### config.mk
export PLATFORM = sky130hd
export DESIGN_NAME = fetch_unit
export DESIGN_NICKNAME = d
export VERILOG_FILES = /design/src/rtl/fetch_unit_pkg.sv /design/src/rtl/fetch_unit_pc.sv /design/src/rtl/fetch_unit.sv
export SDC_FILE = /design/constraint.sdc
export NUM_CORES = 1
export LEC_CHECK = 0
export CORE_MARGIN = 10
export CORE_UTILIZATION = 48
export CTS_CLUSTER_SIZE = 25
export DETAILED_ROUTE_END_ITERATION = 10
export PLACE_DENSITY_LB_ADDON = 0.25
export SLEW_MARGIN = 10
export SYNTH_ARGS = -nofsm -noshare
export SYNTH_HDL_FRONTEND = slang
export SYNTH_HIERARCHICAL = 1
export SYNTH_SLANG_ARGS = --single-unit
### constraint.sdc
create_clock -name inClk -period 2.4 [get_ports inClk]
set_input_delay 0.36 -clock inClk [delete_from_list [all_inputs] [get_ports inClk]]
set_output_delay 0.36 -clock inClk [all_outputs]
set_load 0.02 [all_outputs]
### src/rtl/fetch_unit_pkg.sv
// Shared constants for the fetch unit: default widths, exit encoding,
// FSM state encoding and instruction field positions.
package fetch_unit_pkg;

    localparam int ADDR_WIDTH_DEF  = 8;
    localparam int INSTR_WIDTH_DEF = 17;

    // An all-zero instruction word marks the end of a program.
    localparam logic [INSTR_WIDTH_DEF-1:0] EXIT_WORD = '0;

    localparam logic [1:0] ST_IDLE = 2'd0;
    localparam logic [1:0] ST_RUN  = 2'd1;
    localparam logic [1:0] ST_HALT = 2'd2;

    localparam int OPCODE_MSB = 16;
    localparam int OPCODE_LSB = 12;
    localparam int RD_MSB     = 11;
    localparam int RD_LSB     = 9;
    localparam int RS_MSB     = 8;
    localparam int RS_LSB     = 6;
    localparam int IMM_MSB    = 5;
    localparam int IMM_LSB    = 0;

endpackage

### src/rtl/fetch_unit_pc.sv
// Program counter: clear to zero, load a redirect target, increment or hold.
module fetch_pc
    import fetch_unit_pkg::*;
#(
    parameter int ADDR_WIDTH = ADDR_WIDTH_DEF
) (
    input  logic                  clk_i,
    input  logic                  rst_n_i,
    input  logic                  clr_i,
    input  logic                  load_i,
    input  logic [ADDR_WIDTH-1:0] target_i,
    input  logic                  inc_i,
    output logic [ADDR_WIDTH-1:0] pc_o
);

    logic [ADDR_WIDTH-1:0] pc_q;
    logic [ADDR_WIDTH-1:0] pc_d;

    // Increment wraps naturally at 2^ADDR_WIDTH.
    always_comb begin
        pc_d = pc_q;
        if (clr_i) begin
            pc_d = '0;
        end else if (load_i) begin
            pc_d = target_i;
        end else if (inc_i) begin
            pc_d = pc_q + 1'b1;
        end
    end

    always_ff @(posedge clk_i) begin
        if (!rst_n_i) begin
            pc_q <= '0;
        end else begin
            pc_q <= pc_d;
        end
    end

    assign pc_o = pc_q;

endmodule

### src/rtl/fetch_unit.sv
// Instruction fetch stage: drives the program-memory address, registers the
// returned word for decode with a valid/ready handshake, and stops on exit.
//
// state   | meaning
// --------+------------------------------------------------------------
// IDLE    | waiting for start; nothing fetched
// RUN     | fetching one word per cycle while decode keeps up
// HALT    | exit word seen; drain the held instruction, then stay quiet
module fetch_unit
    import fetch_unit_pkg::*;
#(
    parameter int ADDR_WIDTH  = ADDR_WIDTH_DEF,
    parameter int INSTR_WIDTH = INSTR_WIDTH_DEF
) (
    input  logic                   inClk,
    input  logic                   inRstN,
    input  logic                   inStart,
    output logic [ADDR_WIDTH-1:0]  outPmAddress,
    input  logic [INSTR_WIDTH-1:0] inPmData,
    input  logic                   inBranchValid,
    input  logic [ADDR_WIDTH-1:0]  inBranchTarget,
    output logic [INSTR_WIDTH-1:0] outInstr,
    output logic [ADDR_WIDTH-1:0]  outInstrPc,
    output logic                   outValid,
    input  logic                   inReady,
    output logic                   outHalted,
    output logic [15:0]            outFetchCount
);

    logic [1:0]             state_q,  state_d;
    logic [INSTR_WIDTH-1:0] instr_q,  instr_d;
    logic [ADDR_WIDTH-1:0]  ipc_q,    ipc_d;
    logic                   valid_q,  valid_d;
    logic                   halted_q, halted_d;
    logic [15:0]            count_q,  count_d;

    logic                   pc_clr;
    logic                   pc_load;
    logic                   pc_inc;
    logic [ADDR_WIDTH-1:0]  pc;
    logic                   transfer;
    logic                   load_slot;
    logic                   is_exit;

    fetch_pc #(
        .ADDR_WIDTH (ADDR_WIDTH)
    ) u_fetch_pc (
        .clk_i    (inClk),
        .rst_n_i  (inRstN),
        .clr_i    (pc_clr),
        .load_i   (pc_load),
        .target_i (inBranchTarget),
        .inc_i    (pc_inc),
        .pc_o     (pc)
    );

    assign transfer  = valid_q && inReady;
    assign load_slot = !valid_q || inReady;
    assign is_exit   = (inPmData == INSTR_WIDTH'(EXIT_WORD));

    always_comb begin
        state_d  = state_q;
        instr_d  = instr_q;
        ipc_d    = ipc_q;
        valid_d  = valid_q;
        halted_d = halted_q;
        pc_clr   = 1'b0;
        pc_load  = 1'b0;
        pc_inc   = 1'b0;
        case (state_q)
            ST_IDLE: begin
                if (inStart) begin
                    state_d = ST_RUN;
                    pc_clr  = 1'b1;
                end
            end
            ST_RUN: begin
                // Redirect beats load, stall and exit; the register is flushed.
                if (inBranchValid) begin
                    pc_load = 1'b1;
                    valid_d = 1'b0;
                end else if (load_slot) begin
                    if (is_exit) begin
                        state_d  = ST_HALT;
                        halted_d = 1'b1;
                        valid_d  = 1'b0;
                    end else begin
                        instr_d = inPmData;
                        ipc_d   = pc;
                        valid_d = 1'b1;
                        pc_inc  = 1'b1;
                    end
                end
            end
            ST_HALT: begin
                if (inStart) begin
                    state_d  = ST_RUN;
                    halted_d = 1'b0;
                    valid_d  = 1'b0;
                    pc_clr   = 1'b1;
                end else if (transfer) begin
                    valid_d = 1'b0;
                end
            end
            default: begin
                state_d = ST_IDLE;
            end
        endcase
    end

    assign count_d = (transfer && (count_q != 16'hFFFF)) ? count_q + 16'd1 : count_q;

    always_ff @(posedge inClk) begin
        if (!inRstN) begin
            state_q  <= ST_IDLE;
            instr_q  <= '0;
            ipc_q    <= '0;
            valid_q  <= 1'b0;
            halted_q <= 1'b0;
            count_q  <= '0;
        end else begin
            state_q  <= state_d;
            instr_q  <= instr_d;
            ipc_q    <= ipc_d;
            valid_q  <= valid_d;
            halted_q <= halted_d;
            count_q  <= count_d;
        end
    end

    assign outPmAddress  = pc;
    assign outInstr      = instr_q;
    assign outInstrPc    = ipc_q;
    assign outValid      = valid_q;
    assign outHalted     = halted_q;
    assign outFetchCount = count_q;

endmodule
==> results.md <==
* Core box area at 5920 sq um
* Final Power at 1.71 mW
* Die footprint at 9630 sq um
* Fin. Hold Viols at 0
* Synth-to-Final Area Change at 29.9%
* Reg-to-Reg Start: outValid
* Drc violations at 0
* # diodes at 0
* RSZ-0062 raised after global routing: false
* DRT antenna net count at 0
* Num ports at 81
* CTS tree: yes
* Reg2reg end: u_fetch_pc/pc_o[7]
* Gr usage total at 0.161
* Reg2reg path depth at 7
* Number of DRC markers in iteration 0 at 193
* Achievable Freq at 475 MHz
* Post-Syn Area at 2930 sq um
* Crit path arrival time at 2.30 ns
* CP startpoint kind: primary input
* Drt wl/cell at 16.7 um
* Hold buffer count at cts at 0
* WP data required at 2.60 ns
* Total number of yosys warnings at 6
* Input/output buffers at 80
* PwrDens at 451 nW/um^2
* Worst slew margin at 0.639
* CP max FO at 29
* Cts bufs inserted at 5
* CP endpoint kind: register
* First-pass GRT wire length at 13.6 mm
* Avg Cell Area, Syn at 8.80 sq um
* Worst-Margin Slew at 0.542 ns
* Synth Area in Adders at 0.00854
* Post-synthesis simple-gate area fraction at 0.287
* Reg power frac at 0.540
* Clk sinks at 53
* CP startpoint: inPmData[1]
* Hpwl dp at 5.82 mm
* Ranking of synthesized cells by area: dfxtp_1 36%, o31ai_1 4.6%, clkbuf_8 4.2%, nand3_1 4.1%, nand2_1 4.1%
* Most frequent cells in the layout: 79 x clkdlybuf4s50_1, 53 x dfxtp_1, 32 x nand2_1, 24 x nand3_1, 18 x o31ai_1
* Max-cap violations at 0
* Clk pwr share at 0.303
* Int Pwr at 1.26 mW
* Crit path to: outInstrPc[0]
* Main synth FF type: dfxtp_1
* # resized after CTS at 0
* Post-synthesis sequential area ratio at 0.362
* Status: complete, no violations
* Main combinational cell family by area after synthesis: simple AND/OR/NAND/NOR gates
* Worst-path clk slew at 0.09 ns
* Number of library cell types mapped by synthesis at 54
* Largest net degree at the start of global routing at 39
* Post-synthesis async set-or-reset flop share at 0
* Worst skew pair latency at 0.31 ns
* Global route overflow at 0
* IR drop worst, VDD at 0.254 mV
* Switching power at 0.450 mW
* Final worst-path cycle share at 0.877
* Die height at 98.1 um
* Vias/cell at 5.98
* H-tree depth at 2
* Post-Syn Nets at 365
* Final wirelength at 8.07 mm
* Sw frac at 0.263
* Initial Util at 0.495
* DP Area at 3720 sq um
* Row count at 28
* Final setup fails at 0
* Post-CTS Setup Bufs at 0
* Max Root-Sink Buffers at 2
* DR vias at 2896
* Mux share of post-synthesis cell area at 0.0273
* Routability cong. at 0.796
* Crit Path Category: primary input to register
* XOR/XNOR Fraction of Synth Area at 0.0120
* Max-slew violations at 0
* Cells after synthesis at 333
* Vias in the first global route at 2725
* Combinational Power Share at 0.158
* WHS Path Cells at 2
* Reg-to-reg slack, setup at 0.44 ns
* Router iterations before antenna repair at 4
* #FFs+latches synth at 53
* Design Area, Final at 3800 sq um
* Commonest non-fill, non-tap cell in the layout: clkdlybuf4s50_1
* Synth top area share at 0.362
* Compound-Gate Fraction of Synth Area at 0.220
* Root Buffer: clkbuf_8
* Min-Delay Path Class: register to register
* Fin nets at 441
* Antenna violations before repair at 0
* Yosys top cell by area: dfxtp_1
* Number of synthesized flops with an enable pin at 0
* Share of layout cells above drive strength 1 at 0.0831
* Leak pwr at 1.30 nW
* Die Width at 98.1 um
* Final worst clock skew at 0.0115 ns
* Min cycle time layout at 2.11 ns
-- worst min path at each step --
stage                                  from                end
after floorplan                 inPmData[0]        outInstr[0]
after global placement    outFetchCount[15]  outFetchCount[15]
after detailed placement  outFetchCount[15]  outFetchCount[15]
after CTS                 outFetchCount[15]  outFetchCount[15]
after global routing      outFetchCount[15]  outFetchCount[15]
final                     outFetchCount[15]  outFetchCount[15]
-- cells in the mapped netlist (7+ instances only) --
| cell | n |
|---|---|
| nand2b_1 | 9 |
| nand2_1 | 32 |
| o21ai_0 | 10 |
| a211oi_1 | 8 |
| clkbuf_8 | 9 |
| o31ai_1 | 18 |
| nor3_1 | 11 |
| nor2_1 | 7 |
| mux2i_1 | 8 |
| and2_1 | 7 |
| nand3_1 | 24 |
| dfxtp_1 | 53 |
| nand4_1 | 17 |
| a21oi_1 | 12 |
| a311o_1 | 8 |
| clkbuf_1 | 11 |
| nor3b_1 | 10 |
-- through the flow --
step | util | setup WS (ns) | hold slack [ns] | TNS, ns | instances
detailed placement | 0.628 | -0.0296 | 0.484 | -0.104 | 477
CTS | 0.642 | 0.302 | 0.497 | 0 | 484
global placement | 0.628 | 0.0173 | 0.469 | 0 | 477
global route | 0.642 | 0.219 | 0.521 | 0 | 484
floorplan | - | 0.272 | 0.493 | 0 | 333
finish | 0.642 | 0.295 | 0.494 | 0 | 484
-- power groups by stage --
stage | Combinational, mW | Sequential, mW | Clock (mW)
floorplan | 0.117 | 0.969 | 0
detailed placement | 0.270 | 0.945 | 0
CTS | 0.270 | 0.924 | 0.533
finish | 0.270 | 0.925 | 0.519
global route | 0.292 | 0.930 | 0.562
global placement | 0.265 | 0.944 | 0
-- layout make-up --
| class | count | area [sq um] |
|---|---|---|
| flip-flops and latches | 53 | 1060 |
| fillers | 502 | 2120 |
| clock buffers | 7 | 86.3 |
| well taps | 75 | 93.8 |
| repair buffers | 96 | 916 |
| multi-input cells | 248 | 1630 |
| inverters | 5 | 18.8 |
-- worst max-delay path, cell delays in order --
cell,delay [ns]
clkdlybuf4s50_1,0.42
or4_4,0.55
nor3_4,0.16
buf_4,0.34
o31ai_1,0.13
a311o_1,0.33
-- routing by layer --
layer	global-route usage	routed length, um
met5	0	0
met4	0.0391	93
met3	0.0444	537
met2	0.276	4020
met1	0.195	3420
-- kinds of logic after synthesis --
family	after synthesis
mux	8
fa+ha+maj	2
flops	53
simple gates	147
compound gates	87
xor+xnor	4
buf+inv	32
-- sequential cells by signal, summed over array words and instances (netlist names) --
signal	flops
state_q	2
u_fetch_pc/pc_o	8
outInstr	17
outFetchCount	16
outHalted	1
outValid	1
outInstrPc	8
Power figures use the tool's default switching activity.
==> edit 1 (same flow settings) <==
Take the reset off `instr_q` and load it in a clocked block of its own.
--- a/src/rtl/fetch_unit.sv
+++ b/src/rtl/fetch_unit.sv
@@ -113,19 +113,21 @@
     always_ff @(posedge inClk) begin
         if (!inRstN) begin
             state_q  <= ST_IDLE;
-            instr_q  <= '0;
             ipc_q    <= '0;
             valid_q  <= 1'b0;
             halted_q <= 1'b0;
             count_q  <= '0;
         end else begin
             state_q  <= state_d;
-            instr_q  <= instr_d;
             ipc_q    <= ipc_d;
             valid_q  <= valid_d;
             halted_q <= halted_d;
             count_q  <= count_d;
         end
+    end
+
+    always_ff @(posedge inClk) begin
+        instr_q <= instr_d;
     end
 
     assign outPmAddress  = pc;
Formal check against the unedited RTL: differs if inRstN is asserted again (counterexample within 4 cycles, from zero or initial values and one cycle with inRstN low); with inRstN held inactive, the same outputs for 10 cycles.
==> edit 1 against the unedited design <==
Setup slack got worse by 0.078 ns; wire length decreased by 4.9%; synthesized area decreased by 8.4%; synthesized cell count decreased by 12%; total power grew 1.8%; sequential cell count did not move; cell area fell by 2.0%; critical path depth is 3 higher; worst hold slack got worse by 0.011 ns; register-to-register slack improved by 0.04 ns; largest power group unchanged.
==> edit 1: results (changes against the unedited design) <==
* Critical R2R Capture: outFetchCount[1]$_SDFFE_PN0P_
* Critical-path maximum fanout at 7 (-76%)
* Top cells by count, synth: 45 x nand2_1, 36 x dfxtp_1, 17 x edfxtp_1
* Hold EP: outHalted$_SDFFE_PN0P_
* Status: finished, final reports clean
* Largest net degree at the start of global routing at 28 (-28%)
* Placed cell areas at 3630 sq um (-2.3%)
* Routed WL at 7680 um (-4.9%)
* Total GRT Usage at 17.2% (+1.1 points)
* Worst-Margin Slew at 0.876 ns (+0.335 ns)
* Average cell area after synthesis at 9.16 sq um (+4.1%)
* Placement Rows at 27 (-3.6%)
* WL met2 at 3820 um (-4.8%)
* First-pass GRT wire length at 12500 um (-8.2%)
* Reg2reg path depth at 4 (-3)
* Sequential fraction of the synthesis area at 45.9% (+9.7 points)
* Synth Area in Compound Gates at 20.8% (-1.2 points)
* Share of cells above drive strength 1 at 8.12% (-0.20 points)
* Hold Path Stages at 1 (-1)
* Cell variety after synth at 51 (-5.6%)
* Filler cell count at 465 (-7.4%)
* Nets@finish at 413 (-6.3%)
* EDFF count, synth at 17 (+17)
* Vias in the first global route at 2455 (-9.9%)
* Clock skew at 0.00806 ns (-0.00347 ns)
* Synth top area cells: dfxtp_1 27%, edfxtp_1 19%, nand2_1 6.3%
* Critical register-to-register path startpoint: outFetchCount[0]$_SDFFE_PN0P_
* Wire length on met3 at 570 um (+6.1%)
* Met1 Use GR at 21.0% (+1.5 points)
* Synth Area in Adders at 0.933% (+0.079 points)
* Crit path to: u_fetch_pc/pc_o[0]$_SDFFE_PP0P_
* R2R Setup Slk at 0.48 ns (+0.04 ns)
* Met1 Wirelength at 3180 um (-7.0%)
* Final core occ at 68.1% (+3.9 points)
* Worst Path Arrival at 2.40 ns (+0.10 ns)
* Met3 Use GR at 5.31% (+0.87 points)
* VDD IR max at 0.239 mV (-6.2%)
* Post-DP HPWL at 5830 um (+0.19%)
* Leak at 1.23 nW (-5.2%)
* Routed vias at 2623 (-9.4%)
* Met2 usage at 28.5% (+0.88 points)
## edit 1: power by group
part	internal, mW	switching (mW)
registers	0.950	0.0218
logic	0.119	0.120
clock network	0.213	0.322
total	1.28	0.464
## edit 1: repair_timing
| item | CTS | global route |
|---|---|---|
| resized for setup | 0 | 1 |
| endpoints found under the setup margin | 0 | 2 |
| endpoints found under the hold margin | 0 | 0 |
| setup buffers | 0 | 0 |
## edit 1: metrics by stage
stage          hold WS (ns)  setup WS (ns)  total power [mW]
2_1_floorplan         0.459         0.0578              1.09
3_3_place_gp          0.466        -0.0882              1.22
3_5_place_dp          0.466         -0.226              1.23
4_1_cts               0.494          0.102              1.76
5_1_grt               0.515         0.0909              1.82
6_report              0.483          0.217              1.75
## edit 1: cell type report
class | count | area share (%)
Clock inverter | 3 | 0.671
Multi-Input combinational cell | 218 | 36.2
Clock buffer | 5 | 1.85
Tap cell | 72 | 2.42
Sequential cell | 53 | 33.0
Timing Repair Buffer | 97 | 25.2
Inverter | 6 | 0.604
==> edit 2 (same flow settings) <==
Made on the original files. Change the package constant `INSTR_WIDTH_DEF` from 17 to 34.
--- a/src/rtl/fetch_unit_pkg.sv
+++ b/src/rtl/fetch_unit_pkg.sv
@@ -3,7 +3,7 @@
 package fetch_unit_pkg;
 
     localparam int ADDR_WIDTH_DEF  = 8;
-    localparam int INSTR_WIDTH_DEF = 17;
+    localparam int INSTR_WIDTH_DEF = 34;
 
     // An all-zero instruction word marks the end of a program.
     localparam logic [INSTR_WIDTH_DEF-1:0] EXIT_WORD = '0;
Interface: changed (resized inPmData and outInstr); port bits go from 81 to 115. No check against the original RTL was run, so the function may have changed too.
==> edit 2 against the unedited design <==
Sequential cell count up 17; cell area grew 37%; wire length up 37%; synthesized area grew 27%; setup slack lost 0.14 ns; non-clock buffer count up 39; total power is 55% higher; clock power grew 100%; critical endpoint is now u_fetch_pc/pc_o[7]$_SDFFE_PP0P_; largest power group unchanged.
==> edit 2: results (changes against the unedited design) <==
* Total GRT Usage at 18.7% (+2.5 points)
* Cell variety after synth at 49 (-9.3%)
* Main synth FF type: dfxtp_1
* R2R Setup Slk at 0.33 ns (-0.11 ns)
* Min Hold Slack at 0.456 ns (-0.0373 ns)
* First-pass GRT wire length at 18100 um (+34%)
* Placed cell areas at 4990 sq um (+34%)
* VDD IR max at 0.440 mV (+73%)
* Average cell area after synthesis at 8.12 sq um (-7.7%)
* Clock skew at 0.0107 ns (-0.000807 ns)
* Synth Warn # at 6 (unchanged)
* Largest net degree at the start of global routing at 77 (+97%)
* Detailed Routing Iterations Pass 1 at 4 (unchanged)
* Clk_lat worst skew at 0.35 ns (+0.04 ns)
* Vias in the first global route at 3774 (+38%)
* Synth top area cells: dfxtp_1 38%, nand2_1 7.2%, nor4_1 5.9%
* CTS buffer count at 9 (+4)
* Hold Path Class: in2reg
* Non-Filler Instances at 670 (+38%)
* CTS clk-pin slew, worst paths at 0.07 ns (-0.02 ns)
* # placed instances at 654 (+37%)
* H-tree depth at 3 (+1)
* DRT iter0 DRCs at 177 (-8.3%)
* Top cells by count, synth: 71 x nand2_1, 70 x dfxtp_1, 35 x nor4_1
* Routed WL at 11100 um (+37%)
* Nets@finish at 612 (+39%)
* Gpl congestion at 0.825 (+3.6%)
* Worst Path Arrival at 2.47 ns (+0.17 ns)
* Critical-path maximum fanout at 8 (-72%)
* Max FFs per register at 34 (+17)
* Clock tree buffer depth at 2 (unchanged)
* CTS root buf: clkbuf_8
* Share of cells above drive strength 1 at 9.33% (+1.0 points)
* Asr flop ratio synth at 0% (unchanged)
* Slew headroom at 67.7% (+3.8 points)
* Routed vias at 3901 (+35%)
* Sequential fraction of the synthesis area at 37.7% (+1.5 points)
* IO Port Bufs at 114 (+43%)
* Leak at 1.82 nW (+40%)
* Status: finished, final reports clean
* Postcts setup bufs at 0 (unchanged)
* Post-DP HPWL at 8120 um (+40%)
* Syn_nets at 507 (+39%)
## edit 2: cell types whose count changed in the layout (fill, tap and decap cells not counted), sizes merged, moves of 17 or more
| cell | delta |
|---|---|
| clkdlybuf4s50 | +34 |
| nand2 | +39 |
| o31ai | -17 |
| nor4 | +31 |
| dfxtp | +17 |
| nor2 | +25 |
## edit 2: cell type report
cell class                 count  area [sq um]
timing repair buffer         135          1320
clock inverter                 7          88.8
multi-input combinational    341          2120
clock buffer                   9           124
fill                         631          2450
inverter                       6          22.5
tap                          102           128
sequential                    70          1400
## edit 2: worst paths after layout
check | cells past startpoint | start | endpoint
worst max-delay path | 8 | inPmData[2] | u_fetch_pc/pc_o[7]$_SDFFE_PP0P_
worst min-delay path | 2 | inRstN | outValid$_SDFFE_PN0P_
worst max register to register | 7 | outValid$_SDFFE_PN0P_ | u_fetch_pc/pc_o[7]$_SDFFE_PP0P_
worst min register to register | 2 | outFetchCount[9]$_SDFFE_PN0P_ | outFetchCount[9]$_SDFFE_PN0P_
## edit 2: critical path, cell delays in order
cell             delay, ns
clkdlybuf4s50_1       0.44
or4_4                 0.55
nor3_1                0.33
a31oi_1               0.15
buf_4                 0.19
and4bb_1              0.21
or4b_1                0.17
nand3_1               0.07
## edit 2: per-layer routing
layer,vias to the layer above,wire length [um],track usage (%)
met5,-,0,0
li1,1952,-,-
met2,100,5440,31.1
met1,1835,4650,22.2
met3,14,817,5.83
met4,0,157,6.39
## edit 2: per-stage QoR
step | setup WS (ns) | power [mW]
after detailed placement | -0.213 | 1.63
after global routing | 0.00840 | 2.76
after CTS | 0.149 | 2.67
after floorplan | 0.175 | 1.43
after global placement | -0.184 | 1.63
final | 0.156 | 2.65
## edit 2: cell families (layout without fill, tap and decap cells)
group	count (synthesis)	in the layout	share of synthesized area, %
AND/OR/NAND/NOR	223	223	30.9
AO/OA/AOI/OAI	103	103	21.8
flip-flops	70	70	37.7
buffers and inverters	47	157	5.55
multiplexers	9	9	2.42
XOR/XNOR	4	4	0.942
adder cells (fa/ha/maj)	2	2	0.673
## edit 2: report_power, final
part           internal [mW]  switching, mW  leakage, nW  total (mW)
Sequential              1.20         0.0304        0.567        1.23
Combinational          0.192          0.188         1.14       0.380
Clock                  0.580          0.467        0.113        1.05
Total                   1.97          0.686         1.82        2.65
